<file path="src/rtl/dmem_unit_if.sv">
`default_nettype none
// +--------------------------------------------------------------------------+
// | dmem_unit_if : CPU / front-panel bus bundle for the i281 data memory      |
// | Rev 1.0 : initial release                                                 |
// +--------------------------------------------------------------------------+
interface dmem_unit_if #(
  parameter int ADDR_W = 4
);
  logic              run;
  logic              c24;
  logic [ADDR_W-1:0] dmem_addr;
  logic [7:0]        dmem_wdata;
  logic              load_en;
  logic [ADDR_W-1:0] load_addr;
  logic [7:0]        load_data;
  logic [7:0]        datamemory;
  logic              ready;
  logic              wr_ack;

  modport master (
    output run, c24, dmem_addr, dmem_wdata, load_en, load_addr, load_data,
    input  datamemory, ready, wr_ack
  );

  modport slave (
    input  run, c24, dmem_addr, dmem_wdata, load_en, load_addr, load_data,
    output datamemory, ready, wr_ack
  );
endinterface
`default_nettype wire

</file>
<file path="src/rtl/dmem_unit.sv">
`default_nettype none
// +--------------------------------------------------------------------------+
// | dmem_unit : 16x8 i281 data memory with post-reset clear sweep             |
// | Optional macro DMEM_WRITE_FORWARD_EN forwards CPU store data to the read. |
// | Rev 1.0 : initial release                                                 |
// +--------------------------------------------------------------------------+
module dmem_unit #(
  parameter int          DEPTH    = 16,
  parameter int          ADDR_W   = 4,
  parameter logic [7:0]  INIT_VAL = 8'h00
) (
  input  logic        clock,
  input  logic        reset,
  dmem_unit_if.slave  bus
);

  typedef enum logic [0:0] {
    S_CLEAR = 1'b0,
    S_READY = 1'b1
  } state_t;

  localparam logic [ADDR_W-1:0] C_LAST = ADDR_W'(DEPTH - 1);

  state_t            r_state;
  state_t            w_state_nxt;
  logic [ADDR_W-1:0] r_cnt;
  logic [ADDR_W-1:0] w_cnt_nxt;
  logic              r_wr_ack;
  logic              w_ack_nxt;
  logic              w_we;
  logic [ADDR_W-1:0] w_waddr;
  logic [7:0]        w_wdata;
  logic [7:0]        r_mem [DEPTH];

  always_ff @(posedge clock or negedge reset) begin
    if (!reset) begin
      r_state  <= S_CLEAR;
      r_cnt    <= '0;
      r_wr_ack <= 1'b0;
    end else begin
      r_state  <= w_state_nxt;
      r_cnt    <= w_cnt_nxt;
      r_wr_ack <= w_ack_nxt;
    end
  end

  // The run-based lockouts make CPU and load acceptance mutually exclusive.
  always_comb begin
    w_state_nxt = r_state;
    w_cnt_nxt   = r_cnt;
    w_ack_nxt   = 1'b0;
    w_we        = 1'b0;
    w_waddr     = r_cnt;
    w_wdata     = INIT_VAL;
    case (r_state)
      S_CLEAR: begin
        w_we      = 1'b1;
        w_cnt_nxt = r_cnt + 1'b1;
        if (r_cnt == C_LAST) begin
          w_state_nxt = S_READY;
        end
      end
      S_READY: begin
        if (bus.run && bus.c24) begin
          w_we      = 1'b1;
          w_waddr   = bus.dmem_addr;
          w_wdata   = bus.dmem_wdata;
          w_ack_nxt = 1'b1;
        end else if (!bus.run && bus.load_en) begin
          w_we      = 1'b1;
          w_waddr   = bus.load_addr;
          w_wdata   = bus.load_data;
          w_ack_nxt = 1'b1;
        end
      end
      default: begin
        w_state_nxt = S_CLEAR;
      end
    endcase
  end

  // Array has no reset; writes are held off while reset is asserted.
  always_ff @(posedge clock) begin
    if (w_we && reset) begin
      r_mem[w_waddr] <= w_wdata;
    end
  end

  always_comb begin
    bus.datamemory = 8'h00;
    if (r_state == S_READY) begin
      bus.datamemory = r_mem[bus.dmem_addr];
`ifdef DMEM_WRITE_FORWARD_EN
      if (bus.run && bus.c24) begin
        bus.datamemory = bus.dmem_wdata;
      end
`endif
    end
  end

  assign bus.ready  = (r_state == S_READY);
  assign bus.wr_ack = r_wr_ack;

endmodule
`default_nettype wire
</file>
<file path="src/flat_wrapper.sv">
// flat-port wrapper written by rule: the top's interface ports become plain ports
module dmem_unit_flat 
#(
  parameter int          DEPTH    = 16,
  parameter int          ADDR_W   = 4,
  parameter logic [7:0]  INIT_VAL = 8'h00
)
  (clock, reset, bus_run, bus_c24, bus_dmem_addr, bus_dmem_wdata, bus_load_en, bus_load_addr, bus_load_data, bus_datamemory, bus_ready, bus_wr_ack);
  dmem_unit_if #(.ADDR_W(ADDR_W)) bus_i ();
  input  logic clock;
  input  logic reset;
  input wire logic [$bits(bus_i.run)-1:0] bus_run;
  input wire logic [$bits(bus_i.c24)-1:0] bus_c24;
  input wire logic [$bits(bus_i.dmem_addr)-1:0] bus_dmem_addr;
  input wire logic [$bits(bus_i.dmem_wdata)-1:0] bus_dmem_wdata;
  input wire logic [$bits(bus_i.load_en)-1:0] bus_load_en;
  input wire logic [$bits(bus_i.load_addr)-1:0] bus_load_addr;
  input wire logic [$bits(bus_i.load_data)-1:0] bus_load_data;
  output wire logic [$bits(bus_i.datamemory)-1:0] bus_datamemory;
  output wire logic [$bits(bus_i.ready)-1:0] bus_ready;
  output wire logic [$bits(bus_i.wr_ack)-1:0] bus_wr_ack;
  assign bus_i.run = bus_run;
  assign bus_i.c24 = bus_c24;
  assign bus_i.dmem_addr = bus_dmem_addr;
  assign bus_i.dmem_wdata = bus_dmem_wdata;
  assign bus_i.load_en = bus_load_en;
  assign bus_i.load_addr = bus_load_addr;
  assign bus_i.load_data = bus_load_data;
  assign bus_datamemory = bus_i.datamemory;
  assign bus_ready = bus_i.ready;
  assign bus_wr_ack = bus_i.wr_ack;
  dmem_unit #(.DEPTH(DEPTH), .ADDR_W(ADDR_W), .INIT_VAL(INIT_VAL)) u_core (.clock(clock), .reset(reset), .bus(bus_i));
endmodule
</file>
<file path="config.mk">
export PLATFORM = sky130hd
export DESIGN_NAME = dmem_unit_flat
export DESIGN_NICKNAME = d
export VERILOG_FILES = /design/src/rtl/dmem_unit_if.sv /design/src/rtl/dmem_unit.sv /design/src/flat_wrapper.sv
export SDC_FILE = /design/constraint.sdc
export NUM_CORES = 1
export LEC_CHECK = 0
export ABC_AREA = 1
export ABC_CLOCK_PERIOD_IN_PS = 3400
export CORE_MARGIN = 4
export CORE_UTILIZATION = 31
export DETAILED_ROUTE_END_ITERATION = 16
export PLACE_DENSITY_LB_ADDON = 0.3
export SYNTH_ARGS = -nofsm -noshare
export SYNTH_HDL_FRONTEND = slang
export SYNTH_SLANG_ARGS = --single-unit
</file>
<file path="constraint.sdc">
create_clock -name clock -period 3.4 [get_ports clock]
set_clock_uncertainty 0.1 [all_clocks]
set_input_delay 0.85 -clock clock [delete_from_list [all_inputs] [get_ports clock]]
set_output_delay 0.85 -clock clock [all_outputs]
set_load 0.05 [all_outputs]
</file>
Yosys cells after proc, flatten, opt, wreduce, memory -nomap -nowiden
Memory sizes are Yosys's and may differ from the RTL's.
Index checks and enable logic that the tools add are counted.
W data, S select, Z words.
{ "word_totals": {"latchBits": 0, "ff_bits": 6, "inputBits": 29, "memories": 1, "wordCells": 26, "mem_bits_ro": 0, "ramBits": 128, "output_inout_bits": 10} }
{ "memory_table": {"columns": ["memory", "depth", "width", "rd", "rd_clocked_by_memory_dff", "wr", "line_no", "rtl"], "rows": [
  ["u_core.r_mem", 16, 8, 1, 0, 1, "dmem_unit.sv:33", "logic [7:0] r_mem [DEPTH];"]
]} }
{ "classes": {"magnitude_cmp": 0, "n_mux": 15, "div_mod_pow": 0, "eq_ne": 1, "add_sub_neg": 1, "n_mul": 0, "reduce_logical": 4, "n_bitwise": 1, "n_shift": 0} }
{ "ops": {"columns": ["op", "count"], "rows": [
  ["$mux W8", 4],
  ["$mux W4", 3],
  ["$mux W1", 7],
  ["$add A4 B1 Y4 const B", 1],
  ["$eq A4 B4 Y1 const B", 1],
  ["$logic_and A1 B1 Y1", 3],
  ["$pmux W1 S2", 1],
  ["$logic_not A1 Y1", 1],
  ["$not A1 Y1", 1]
]} }

Depth between registers and ports, before layout
Gate-level depths: netlist of run 1.
{ "logic_depth": {"depth_word": 8, "ltp_mapped": 10, "ltp_nobuf": 10} }

Least setup slack after synthesis of run 1
No wires, ideal clock.
{ "synth_path": {"path_kind": "input port to output port", "startpoint": "input port bus_dmem_addr[1]", "endpoint": "output port bus_datamemory[3]", "path_stages": 7, "path_buffers": 2, "arrival_time_ns": 2.254, "t_required_ns": 2.450, "setup_slack_ns": 0.196, "cell_sequence": "buf_2 -> inv_1 -> buf_4 -> nand3_1 -> nand3_1 -> nand3_1 -> a21oi_1"} }
{ "synth_between": {"elab_chain_len": 2} }
{ "synth_lines": {"columns": ["item", "line_no", "rtl"], "rows": [
  ["start: declaration", "flat_wrapper.sv:14", "input wire logic [$bits(bus_i.dmem_addr)-1:0] bus_dmem_addr;"],
  ["$mem_v2 Z16 W8", null, null],
  ["$mux W8", "dmem_unit.sv:91", "if (r_state == S_READY) begin"],
  ["end: declaration", "flat_wrapper.sv:19", "output wire logic [$bits(bus_i.datamemory)-1:0] bus_datamemory;"]
]} }
Every way passes these cells.

Worst setup path after layout of run 1
{ "layout_path": {"startpoint": "input port bus_dmem_addr[3]", "endpoint": "output port bus_datamemory[7]"} }
The elaborated chain is that of the path after synthesis.

==> results of run 1 <==
[stage by stage]
| stage | power [uW] | setup slack [ns] | cells | hold WS [ns] | TNS [ns] |
|---|---|---|---|---|---|
| finish | 4105 | 0.08321 | 954 | 0.4353 | 0 |
| global route | 4240 | 0.02896 | 954 | 0.4530 | 0 |
| CTS | 4141 | 0.09909 | 954 | 0.4393 | 0 |
| detailed placement | 2244 | -0.07820 | 921 | 0.4224 | -0.2340 |
| global placement | 2240 | -0.07530 | 921 | 0.4122 | -0.1415 |
| floorplan | 2067 | 0.1956 | 610 | 0.3855 | 0 |
[cells in the mapped netlist (all sizes together)]
cell    instances
xor2            1
clkbuf          2
nand2         238
a21oi          16
clkinv          1
dfrtp           6
inv            80
o21ai           3
nand4           1
nand3          87
edfxtp        128
xnor2           1
nor2           21
ha              1
buf            24
[what timing repair did]
action | 4_1_cts | 5_1_grt
endpoints found under the setup margin | 6 | 0
gates resized for setup | 7 | 0
buffers inserted | 0 | 0
hold buffers | 0 | 0
[routing by layer]
layer / track usage [%] / vias to the layer above
met3: 3.250 / 22
met4: 5.543 / 0
met1: 18.73 / 2039
li1: - / 2123
met2: 21.89 / 147
met5: 0 / -
[layout make-up]
class / instances / area (um2) / area share [%]
timing repair buffer: 78 / 845.8 / 10.98
inverter: 81 / 307.8 / 3.995
tap: 260 / 325.3 / 4.223
clock inverter: 15 / 186.4 / 2.420
sequential: 134 / 3994 / 51.84
multi-input combinational: 369 / 1619 / 21.02
clock buffer: 17 / 425.4 / 5.522
[worst register-to-register path, stage by stage, from the launching register on]
cell     delay, ns
dfrtp_1       0.49
inv_2         0.42
nand2_1       0.23
nand2_1       0.17
nand2_2       0.10
nor2_1        0.21
buf_4         0.18
[logic make-up after synthesis]
group / after synthesis / synth area share (%)
AND/OR/NAND/NOR: 347 / 24.24
flip-flops: 134 / 65.79
buffers and inverters: 107 / 7.852
AO/OA/AOI/OAI: 19 / 1.628
XOR/XNOR: 2 / 0.2886
adder cells (fa/ha/maj): 1 / 0.2061
[worst min path at each step]
stage                               start               to  cells past startpoint
after detailed placement  u_core.r_cnt[3]  u_core.r_cnt[3]                      2
final                     u_core.r_cnt[2]  u_core.r_cnt[2]                      1
after global placement    u_core.r_cnt[2]  u_core.r_cnt[2]                      1
after floorplan           u_core.r_cnt[2]  u_core.r_cnt[2]                      1
after global routing      u_core.r_cnt[3]  u_core.r_cnt[3]                      2
after CTS                 u_core.r_cnt[3]  u_core.r_cnt[3]                      2
[sequential cells by signal, summed over array words and instances, names as in the netlist]
signal             cells
u_core.r_cnt           4
u_core.r_mem         128
u_core.bus.ready       1
u_core.bus.wr_ack      1
[power by group through the flow]
stage	combinational, uW	clock (uW)	sequential [uW]
finish	386	1890	1830
detailed placement	379	0	1860
global placement	376	0	1860
CTS	390	1920	1830
global route	418	1990	1830
floorplan	199	0	1870
==> reports/summary.txt, run 1 <==
wl on met1 = 6.835 mm
DP Area = 7038 um2
sequential share of power = 44.6%
drc violations = 0
Critical Path Source Type = primary input
Core Rows = 50
warnings from Yosys = 0
top layer in use = met4
initial core utilization = 32.03%
CP endpoint kind = output port
commonest cells after routing, fill and taps aside = 228 x nand2_1, 128 x edfxtp_1, 83 x nand3_1
crit path buf inv count = 4
die height = 147.9 um
I/O pin count = 39
internal power = 3195 uW
Synth Cell Area = 6071 um2
First DRT Iteration DRCs = 355
Die X = 147.9 um
vias = 4331
status = finished, final reports clean
crit-path max cell delay = 0.44 ns
CP Max Fanout = 8
worst hold path type = reg2reg
final hold viol count = 0
top cell type's share of synthesized area = 63.31%
final-report setup violation count = 0
Synth Instances = 610
Synth cell types = 24
end-of-flow core utilization = 40.64%
Clock Latency Late Sink = 0.42 ns
R2R Setup Slk = 1.21 ns
Worst EP arrival = 2.37 ns
Num CTS Buffers = 17
Clock transition at path regs = 0.05 ns
n_diodes = 0
Worst-Margin Slew = 0.5015 ns
I/O Buffers = 38
Final period util = 97.55%
top post-synthesis cells by area = edfxtp_1 63%, nand2_1 14%, nand3_1 6.8%
Area Growth Syn to Fin = 26.90%
antenna violations before repair = 0
clk sink count = 134
Post-Syn Area per Cell = 9.952 um2
max_cap viols = 0
standby leakage power = 0.003260 uW
worst setup path end = bus_datamemory[7]
die area = 21890 um2
fillers = 1818
Initial DRT Pass Iterations = 5
wire length on met3 = 797 um
area of the core = 18960 um2
sw power = 910.9 uW
Final min period = 3.317 ns
Worst slew margin = 66.46%
Worst path depth = 6
DRT antenna net count = 0
Routed WL = 14.72 mm
final net count = 711
vias per cell = 4.540
first-pass GRT wire length = 23.12 mm
WP data required = 2.45 ns
vias in the first global route = 4279
leading area contributor after synthesis = edfxtp_1
RSZ-0062 raised after global routing = false
TritonCTS clock tree = yes
Comb power frac = 9.4%
switch share = 22.19%
worst reg-to-reg path cell count = 6
post-route cell area = 7704 um2
WL/cell = 15.43 um
Synth Net Count = 640
reg2reg end = u_core.r_mem[10][7]
Congestion Overflow GR = 0
Clock power frac = 46.0%
Seq/Total Area, Yosys = 65.79%
Detailed Place HPWL = 9.672 mm
met2 wire length = 6.773 mm
fraction of layout cells with a size suffix above 1 = 15.42%
Critical Path Start = bus_dmem_addr[3]
Worst path top cell family by delay = buffers and inverters
clock buffer depth = 2
Crit Path Class = in2out
H-tree depth = 4
Tot GR Track Use = 13.93%
FMAX = 301.5 MHz
total power per unit cell area = 532.9 nW/um2
#FFs+latches synth = 134
Slew Limit Fails = 0
root buf cell = clkbuf_16
Worst path slowest cell = clkdlybuf4s50_1
commonest non-fill, non-tap cell in the layout = nand2_1
cell chain of the critical path = clkdlybuf4s50_1 -> inv_1 -> nand3_1 -> a21oi_2 -> buf_4 -> buf_12
largest net degree at the start of global routing = 40
Placer Congestion = 0.8380
worst reg2reg path startpoint = u_core.bus.ready
Worst VDD drop = 0.3925 mV
No activity file was read; power rests on OpenSTA's default activity.
==> inputs of run 2 (changes only) <==
--- a/config.mk
+++ b/config.mk
@@ -10,7 +10,8 @@
 export CORE_MARGIN = 4
 export CORE_UTILIZATION = 31
 export DETAILED_ROUTE_END_ITERATION = 16
-export PLACE_DENSITY_LB_ADDON = 0.3
+export DONT_BUFFER_PORTS = 1
+export PLACE_DENSITY = 0.56
 export SYNTH_ARGS = -nofsm -noshare
 export SYNTH_HDL_FRONTEND = slang
 export SYNTH_SLANG_ARGS = --single-unit
==> constraint.sdc (replaced) <==
create_clock -name clock -period 3.4 [get_ports clock]
set_clock_uncertainty 0.1 [all_clocks]
set_input_delay 0.85 -clock clock [delete_from_list [all_inputs] [get_ports clock]]
set_output_delay 0.85 -clock clock [all_outputs]
set_load 0.02 [all_outputs]
==> reports/summary.txt, run 2 (same netlist as run 1, synthesis figures left out) <==
status = finished, final reports clean
Final WS setup = 0.2866 ns (+0.2034 ns)
area of the core = 18960 um2 (unchanged)
fraction of layout cells with a size suffix above 1 = 11.94% (-3.5 points)
I/O Buffers = 0 (-100%)
final hold viol count = 0 (unchanged)
Detailed Place HPWL = 9.445 mm (-2.3%)
post-cts sizing count = 0 (-7)
TritonCTS clock tree = yes
worst hold path type = in2async
Placer Congestion = 0.8234 (-1.7%)
final net count = 662 (-6.9%)
final-report setup violation count = 0 (unchanged)
largest net degree at the start of global routing = 67 (+68%)
WP data required = 2.45 ns (about the same)
cell chain of the critical path = inv_2 -> buf_12 -> buf_4 -> nand2_1 -> nand3_1 -> nand3_1 -> nand3_1 -> a21oi_1 -> buf_4
Tot GR Track Use = 13.70% (-0.23 points)
Final min period = 3.113 ns (-0.2034 ns)
first-pass GRT wire length = 22.73 mm (-1.7%)
Routed WL = 14.50 mm (-1.5%)
I/O pin count = 39 (unchanged)
Core Rows = 50 (unchanged)
clock buffer depth = 2 (unchanged)
Final Hold Slack = 0.02771 ns (-0.4076 ns)
Slew Limit Fails = 0 (unchanged)
Final period util = 91.57% (-6.0 points)
Num CTS Buffers = 17 (unchanged)
antenna violations before repair = 0 (unchanged)
drc violations = 0 (unchanged)
vias = 4190 (-3.3%)
FMAX = 321.2 MHz (+6.5%)
CP Max Fanout = 66 (+58)
H-tree depth = 4 (unchanged)
n_diodes = 0 (unchanged)
clk sink count = 134 (unchanged)
standby leakage power = 0.002946 uW (-9.6%)
Storage cell area = 3994 um2 (unchanged)
First DRT Iteration DRCs = 413 (+16%)
RSZ-0062 raised after global routing = false
CP endpoint kind = output port
DRT antenna net count = 0 (unchanged)
Power, Total = 3788 uW (-7.7%)
Area Growth Syn to Fin = 15.62%
postcts setup bufs = 0 (unchanged)
Setup TNS = 0 ns (unchanged)
worst reg-to-reg path cell count = 5 (-1)
Initial DRT Pass Iterations = 5 (unchanged)
Worst-Margin Slew = 0.7950 ns (+0.2935 ns)
biggest regs = u_core.r_mem: 128 flops, u_core.r_cnt: 4 flops
vias in the first global route = 4097 (-4.3%)
hold_buf cts = 0 (unchanged)
area of the multi-input gates = 1600 um2 (-1.2%)
Congestion Overflow GR = 0 (unchanged)
end-of-flow core utilization = 37.03% (-3.6 points)
initial core utilization = 32.03% (unchanged)
commonest cells after routing, fill and taps aside = 228 x nand2_1, 128 x edfxtp_1, 83 x nand3_1
Clock Latency Late Sink = 0.41 ns (about the same)
max reg flops = 128 (unchanged)
fillers = 1810 (-0.44%)
Crit Path Class = in2out
Worst path slowest cell = a21oi_1
max_cap viols = 0 (unchanged)
Clock transition at path regs = 0.05 ns (about the same)
die area = 21890 um2 (unchanged)
Most common cell on crit path = nand3_1
Die X = 147.9 um (unchanged)
Worst EP arrival = 2.16 ns (-0.21 ns)
Biggest register = u_core.r_mem
crit-path max cell delay = 0.24 ns (-0.20 ns)
Critical Path Source Type = primary input
commonest non-fill, non-tap cell in the layout = nand2_1
total power per unit cell area = 539.6 nW/um2 (+1.3%)
WL/cell = 16.02 um (+3.9%)
die height = 147.9 um (unchanged)
root buf cell = clkbuf_16
Setup WS pre-CTS = 0.3600 ns (+0.4382 ns)
Worst slew margin = 46.80% (-20 points)
vias per cell = 4.630 (+2.0%)
Worst VDD drop = 0.3516 mV (-10%)
run 2: cell types whose count changed in the layout (fill, tap and decap cells not counted), moves of 2 or more:
cell	change
a21oi_1	+5
a21oi_2	-5
buf_12	-11
buf_4	-6
bufinv_16	-2
clkbuf_1	+4
clkdlybuf4s50_1	-28
run 2: routing by layer:
metal / track usage [%] / vias to the layer above / wire length (um)
met1: 18.58 / 2000 / 6516
met5: 0 / - / 0
met3: 3.372 / 18 / 895
met2: 21.40 / 140 / 6893
li1: - / 2032 / -
met4: 5.081 / 0 / 196
run 2: final timing paths:
check                                 startpoint                   to  slack [ns]
worst min register to register   u_core.r_cnt[3]      u_core.r_cnt[3]        0.44
worst max-delay path            bus_dmem_addr[0]    bus_datamemory[7]        0.29
worst min-delay path                       reset      u_core.r_cnt[1]        0.03
max in group asynchronous                  reset      u_core.r_cnt[0]        3.11
worst max register to register  u_core.bus.ready  u_core.r_mem[14][3]        0.80
min in group clock               u_core.r_cnt[3]      u_core.r_cnt[3]        0.44
run 2: power by group:
part,total (uW),switching [uW],internal (uW)
Combinational,249,170,79.0
Sequential,1830,3.52,1830
Clock,1710,642,1060
Total,3790,815,2970
run 2: stage by stage:
stage	instance area, um2	std cells
5_1_grt	7019	905
3_5_place_dp	6470	873
6_report	7019	905
2_1_floorplan	6071	610
4_1_cts	7019	905
3_3_place_gp	6470	873
run 2: layout make-up:
type,count,share of cell area [%]
Clock inverter,11,1.551
Sequential cell,134,56.90
Timing Repair Buffer,29,3.458
Tap cell,260,4.635
Inverter,81,4.385
Multi-Input combinational cell,369,22.80
Clock buffer,21,6.275
run 2: worst max-delay path: cells and delay by family:
kind	cells	cell delay, ns
AOI/OAI and AO/OA	1	0.24
buffers and inverters	4	0.71
and+or+nand+nor	4	0.31
